==> config.mk <==
export PLATFORM = sky130hd
export DESIGN_NAME = ov7670_stream_gen
export DESIGN_NICKNAME = d
export VERILOG_FILES = /design/src/rtl/ov7670_pkg.sv /design/src/rtl/ov7670_pattern_pixel.sv /design/src/rtl/ov7670_stream_gen.sv
export SDC_FILE = /design/constraint.sdc
export NUM_CORES = 1
export LEC_CHECK = 0
export ABC_CLOCK_PERIOD_IN_PS = 4300
export CAP_MARGIN = 20
export CORE_MARGIN = 2
export CORE_UTILIZATION = 25
export CTS_CLUSTER_SIZE = 30
export DETAILED_ROUTE_END_ITERATION = 8
export GPL_TIMING_DRIVEN = 0
export PLACE_DENSITY = 0.42
export SLEW_MARGIN = 40
export SYNTH_ARGS = -nofsm -noshare
export SYNTH_HDL_FRONTEND = slang
export SYNTH_SLANG_ARGS = --single-unit
==> constraint.sdc <==
create_clock -name clk -period 4.3 [get_ports clk]
set_input_delay 1.075 -clock clk [delete_from_list [all_inputs] [get_ports clk]]
set_output_delay 1.075 -clock clk [all_outputs]
set_load 0.02 [all_outputs]
==> src/rtl/ov7670_pkg.sv <==
// Shared types for the synthetic OV7670 source: FSM states, test patterns
// and the RGB444 two-byte packing used on the camera data bus.
package ov7670_pkg;

  typedef enum logic [2:0] {
    ST_IDLE,
    ST_VSYNC,
    ST_VBACK,
    ST_ACTIVE,
    ST_VFRONT
  } state_t;

  typedef enum logic [1:0] {
    PAT_BARS,
    PAT_RAMP,
    PAT_CHECK,
    PAT_ZEBRA
  } pattern_t;

  // rgb = {R, G, B}; the even byte carries R, the odd byte carries {G, B}
  function automatic logic [7:0] pack_rgb444(input logic [11:0] rgb, input logic odd);
    return odd ? rgb[7:0] : {4'h0, rgb[11:8]};
  endfunction

endpackage

==> src/rtl/ov7670_pattern_pixel.sv <==
// Combinational pattern generator: pixel coordinate and pattern -> RGB444.
// The colour-bar index comes from the parent's bar-width counter.
module ov7670_pattern_pixel
  import ov7670_pkg::*;
#(
  parameter int IMG_HEIGHT = 240
) (
  input  logic [15:0] x_i,
  input  logic [15:0] y_i,
  input  logic [2:0]  bar_i,
  input  pattern_t    pattern_i,
  output logic [11:0] rgb_o
);

  always_comb begin
    rgb_o = '0;
    case (pattern_i)
      PAT_BARS:  rgb_o = {{4{bar_i[2]}}, {4{bar_i[1]}}, {4{bar_i[0]}}};
      PAT_RAMP:  rgb_o = {3{x_i[7:4]}};
      PAT_CHECK: rgb_o = (x_i[4] ^ y_i[4]) ? '1 : '0;
      PAT_ZEBRA: rgb_o = ((y_i >= 16'(IMG_HEIGHT / 2)) && ((x_i % 16'd64) < 16'd32)) ? '1 : '0;
      default:   rgb_o = '0;
    endcase
  end

endmodule

==> src/rtl/ov7670_stream_gen.sv <==
// Synthetic OV7670 byte-stream source: frame FSM, line/column counters and
// registered VSYNC/HREF/data outputs in RGB444 two-bytes-per-pixel format.
module ov7670_stream_gen
  import ov7670_pkg::*;
#(
  parameter int IMG_WIDTH   = 320,
  parameter int IMG_HEIGHT  = 240,
  parameter int H_BLANK     = 144,
  parameter int VSYNC_LINES = 3,
  parameter int V_BACK      = 17,
  parameter int V_FRONT     = 10
) (
  input  logic       clk,
  input  logic       rst_n,
  input  logic       enable,
  input  logic [1:0] pattern_sel,
  output logic       vsync,
  output logic       href,
  output logic [7:0] d,
  output logic       frame_done,
  output logic       busy
);

  localparam int LINE_LEN = 2 * IMG_WIDTH + H_BLANK;
  localparam int CW       = $clog2(LINE_LEN);
  localparam int M1       = (IMG_HEIGHT > VSYNC_LINES) ? IMG_HEIGHT : VSYNC_LINES;
  localparam int M2       = (V_BACK > V_FRONT) ? V_BACK : V_FRONT;
  localparam int MAXL     = (M1 > M2) ? M1 : M2;
  localparam int LW       = $clog2(MAXL + 1);
  localparam int BAR_W    = (IMG_WIDTH / 8 > 0) ? IMG_WIDTH / 8 : 1;
  localparam int BCW      = $clog2(BAR_W + 1);

  state_t          state_q, state_d;
  logic [CW-1:0]   col_q, col_d;
  logic [LW-1:0]   line_q, line_d, last_line;
  pattern_t        pat_q, pat_d;
  logic [BCW-1:0]  bcnt_q, bcnt_d;
  logic [2:0]      bar_q, bar_d;
  logic            href_d, fd_d;
  logic [11:0]     rgb;

  always_comb begin
    case (state_q)
      ST_VSYNC:  last_line = LW'(VSYNC_LINES - 1);
      ST_VBACK:  last_line = LW'(V_BACK - 1);
      ST_ACTIVE: last_line = LW'(IMG_HEIGHT - 1);
      ST_VFRONT: last_line = LW'(V_FRONT - 1);
      default:   last_line = '0;
    endcase
  end

  always_comb begin
    state_d = state_q;
    col_d   = col_q;
    line_d  = line_q;
    pat_d   = pat_q;
    if (state_q == ST_IDLE) begin
      if (enable) begin
        state_d = ST_VSYNC;
        pat_d   = pattern_t'(pattern_sel);
        col_d   = '0;
        line_d  = '0;
      end
    end else if (col_q == CW'(LINE_LEN - 1)) begin
      col_d = '0;
      if (line_q == last_line) begin
        line_d = '0;
        case (state_q)
          ST_VSYNC:  state_d = ST_VBACK;
          ST_VBACK:  state_d = ST_ACTIVE;
          ST_ACTIVE: state_d = ST_VFRONT;
          ST_VFRONT: begin
            if (enable) begin
              state_d = ST_VSYNC;
              pat_d   = pattern_t'(pattern_sel);
            end else begin
              state_d = ST_IDLE;
            end
          end
          default:   state_d = ST_IDLE;
        endcase
      end else begin
        line_d = line_q + 1'b1;
      end
    end else begin
      col_d = col_q + 1'b1;
    end
  end

  // Bar counter tracks x = col_d/2, stepping when a new pixel (even col) begins.
  always_comb begin
    bcnt_d = bcnt_q;
    bar_d  = bar_q;
    if (col_d == '0) begin
      bcnt_d = '0;
      bar_d  = '0;
    end else if (!col_d[0]) begin
      if (bcnt_q == BCW'(BAR_W - 1)) begin
        bcnt_d = '0;
        bar_d  = bar_q + 1'b1;
      end else begin
        bcnt_d = bcnt_q + 1'b1;
      end
    end
  end

  assign href_d = (state_d == ST_ACTIVE) && (col_d < CW'(2 * IMG_WIDTH));
  assign fd_d   = (state_d == ST_VFRONT) && (line_d == LW'(V_FRONT - 1)) &&
                  (col_d == CW'(LINE_LEN - 1));

  ov7670_pattern_pixel #(
    .IMG_HEIGHT(IMG_HEIGHT)
  ) u_pixel (
    .x_i      (16'(col_d[CW-1:1])),
    .y_i      (16'(line_d)),
    .bar_i    (bar_d),
    .pattern_i(pat_q),
    .rgb_o    (rgb)
  );

  // Outputs are registered from next-state values so they align with the state they describe.
  always_ff @(posedge clk or negedge rst_n) begin
    if (!rst_n) begin
      state_q    <= ST_IDLE;
      col_q      <= '0;
      line_q     <= '0;
      pat_q      <= PAT_BARS;
      bcnt_q     <= '0;
      bar_q      <= '0;
      vsync      <= 1'b0;
      href       <= 1'b0;
      d          <= '0;
      frame_done <= 1'b0;
      busy       <= 1'b0;
    end else begin
      state_q    <= state_d;
      col_q      <= col_d;
      line_q     <= line_d;
      pat_q      <= pat_d;
      bcnt_q     <= bcnt_d;
      bar_q      <= bar_d;
      vsync      <= (state_d == ST_VSYNC);
      href       <= href_d;
      d          <= href_d ? pack_rgb444(rgb, col_d[0]) : '0;
      frame_done <= fd_d;
      busy       <= (state_d != ST_IDLE);
    end
  end

endmodule

==> flow_summary.yaml <==
drt:
  drt-met1-wl_mm: 3.25
  dr.pass1.iters: 4
  met3WireLength_um: 163
  drt_drc_violations_left: 0
  drt_iter0_markers: 130
  vias: 2250
  routed_via_density: 5.06
  ant_nets: 0
  top_layer_used: "met4"
  wl_met2_mm: 3.39
  wl_mm: 6.87
  wl_per_cell_um: 15.4
sta:
  hold_slack_ns: 0.539
  post-route-period-util_pct: 81.4
  tightest_slew_ns: 0.703
  grt_setup_unrepaired: "no"
  setup_viol: 0
  max_clock_freq_mhz: 286
  fin_skew_ns: 0.00684
  timing.final.hold_violations: 0
  slew-limit-headroom_pct: 52.8
  slew_viol_final: 0
  layout_min_cycle_time_ns: 3.50
  finalSetupTns_ns: 0
worst_setup_path:
  worstReg2RegEnd: "d[2]"
  reg2reg_slack_ns: 1.19
  r2r-start: "col_q[0]"
  worstSetupEndpointType: "register"
  arrival_ns: 3.74
  start_kind: "input pin"
  ff2ff_path_depth: 9
  worstSetupPathType: "input pin to register"
  required_ns: 4.54
  critPathMaxFanout: 9
floorplan:
  ioPinCount: 17
  rows: 37
  core_mm2: 0.0103
  start_util_pct: 25.8
  die-area_mm2: 0.0115
  die_y_um: 107
  die_w_um: 107
worst_hold_path:
  holdPathEnd: "bcnt_q[1]"
  hp-start: "bcnt_q[1]"
  min_path_cells: 1
  hold_path.class: "register to register"
power:
  seqPwrFrac_pct: 43.0
  p_sw_share_pct: 35.1
  cellPowerDensity_mw_per_mm2: 408
  p_comb_share_pct: 30.6
  p_int_w: 0.000830
  p_leak_nw: 1.26
  vdd_drop_max_v: 0.000262
  power.switching_w: 0.000448
  clkPwrFrac_pct: 26.4
run:
  cap_violations: 0
logic_synthesis:
  async_reset_ff_share_pct: 100
  ys.warnings.count: 0
  synth.distinct_cells: 65
  netlist_area_mm2: 0.00266
  synth_nets: 293
  synth_edf_count: 0
  yosys_most_used_dff: "dfrtp_1"
  yosysSeqAreaShare_pct: 41.4
  avgSynthCellArea_um2: 9.36
  syn_inst: 284
  ys_ff_latch: 44
clock_tree:
  clock_latency_ns: 0.30
  cts.clk_slew.worst_paths_ns: 0.08
  tritoncts.num_buffers: 5
  clk_path_buf_depth: 2
  tritoncts: "done"
  cts_sinks: 44
  ctsHoldBuffers: 0
  htreeDepth: 2
  ctsResizeCount: 0
  cts_setup_buffers: 0
  cts_root_buffer: "clkbuf_8"
finish:
  fin_nets: 317
  n_fill_cell: 1088
  drive_gt1_share_pct: 12.9
  multi_input_area_mm2: 0.00142
  n_antenna_cell: 0
  syn_to_final_growth_pct: 17.9
  finalCoreUtilization_pct: 30.4
  regArea_mm2: 0.00110
global_route:
  grt_pass1_wl_mm: 11.7
  grt_antenna_before_repair: 0
  overflow: 0
  first_global_vias: 2244
  track_usage_pct: 12.8
  grt_max_degree: 30
placement:
  place_congestion: 0.804
  io_buffers: 16
  dp_hpwl_mm: 5.18
run_status:
  status: "finished clean"
-- critical path, stage by stage --
cell and delay, ns:
clkdlybuf4s50_1 0.48, or4_1 0.43, clkbuf_1 0.24, a31oi_1 0.56, nor4_4 0.14, and2_1 0.17, buf_4 0.16, nor3_2 0.28
mux2_2 0.21
-- worst max-delay path by stage --
stage | from | end | slack, ns | cells past startpoint
after detailed placement | enable | bcnt_q[0] | 0.45 | 9
after floorplan | enable | bcnt_q[0] | 1.45 | 8
final | enable | bcnt_q[0] | 0.80 | 9
after CTS | enable | bcnt_q[0] | 0.76 | 9
after global routing | enable | d[2] | 0.64 | 9
after global placement | enable | bcnt_q[0] | 0.22 | 9
-- Yosys cell counts, drive strengths merged, types with 4 or more instances --
cell | instances | area, µm²
dfrtp | 44 | 1100
nand2 | 26 | 97.6
nor2 | 21 | 78.8
nand3 | 17 | 85.1
o21ai | 17 | 85.1
a21oi | 16 | 80.1
inv | 10 | 37.5
buf | 9 | 71.3
nand4 | 9 | 56.3
nor4 | 9 | 77.6
a31oi | 7 | 58.8
nor3 | 7 | 40.0
a22o | 6 | 53.8
or3 | 6 | 42.5
and2 | 5 | 31.3
clkbuf | 5 | 18.8
and3 | 4 | 25.0
ha | 4 | 50.1
xor2 | 4 | 35.0
-- logic make-up after synthesis --
kind of cell | synth area share, %
and+or+nand+nor | 25.5
xor gates and xnor gates | 2.31
buffers and inverters | 5.41
muxes | 1.65
adders and majority gates | 1.88
AOI/OAI and AO/OA | 21.8
DFF | 41.4
-- power groups by stage --
stage / combinational, W / clock (W) / sequential (W)
CTS: 0.000396 / 0.000354 / 0.000549
detailed placement: 0.000396 / 0 / 0.000556
floorplan: 0.000301 / 0 / 0.000539
global placement: 0.000392 / 0 / 0.000556
global route: 0.000440 / 0.000369 / 0.000560
finish: 0.000391 / 0.000337 / 0.000550
-- final cells by class --
class                   count  share of cell area [%]
inverters                  11                    1.32
well taps                 136                    5.43
multi-input cells         214                    45.3
flip-flops and latches     44                    35.1
plain buffers              15                    3.27
repair buffers             17                    5.67
clock buffers               6                    2.63
clock inverters             2                    1.24
-- layer usage --
layer  vias up  GRT usage [%]
li1       1106              -
met1      1109           17.1
met2        30           21.7
met3         5           2.13
met4         0           2.88
met5         -              0
-- registers in the layout, summed over array words and instances (netlist names) --
register	cells
pat_q	2
frame_done	1
bar_q	3
bcnt_q	6
d	8
line_q	8
vsync	1
href	1
busy	1
state_q	3
col_q	10
-- stage by stage --
| step | setup WS (ns) | std cells | power (W) | cell area [µm²] |
|---|---|---|---|---|
| floorplan | 1.45 | 284 | 0.000840 | 2660 |
| CTS | 0.763 | 445 | 0.00130 | 3130 |
| global placement | 0.223 | 436 | 0.000948 | 2990 |
| detailed placement | 0.453 | 437 | 0.000953 | 3010 |
| finish | 0.800 | 445 | 0.00128 | 3130 |
| global route | 0.641 | 445 | 0.00137 | 3130 |
-- cell usage in the layout, fill, tap and decap left out, types with 9 or more instances in the layout --
cell / n
a21oi_1: 16
clkdlybuf4s50_1: 15
nand4_1: 9
o21ai_0: 14
dfrtp_1: 44
inv_1: 10
nand3_1: 17
nand2_1: 26
nor2_1: 21
(Power assumes the default switching activity.)
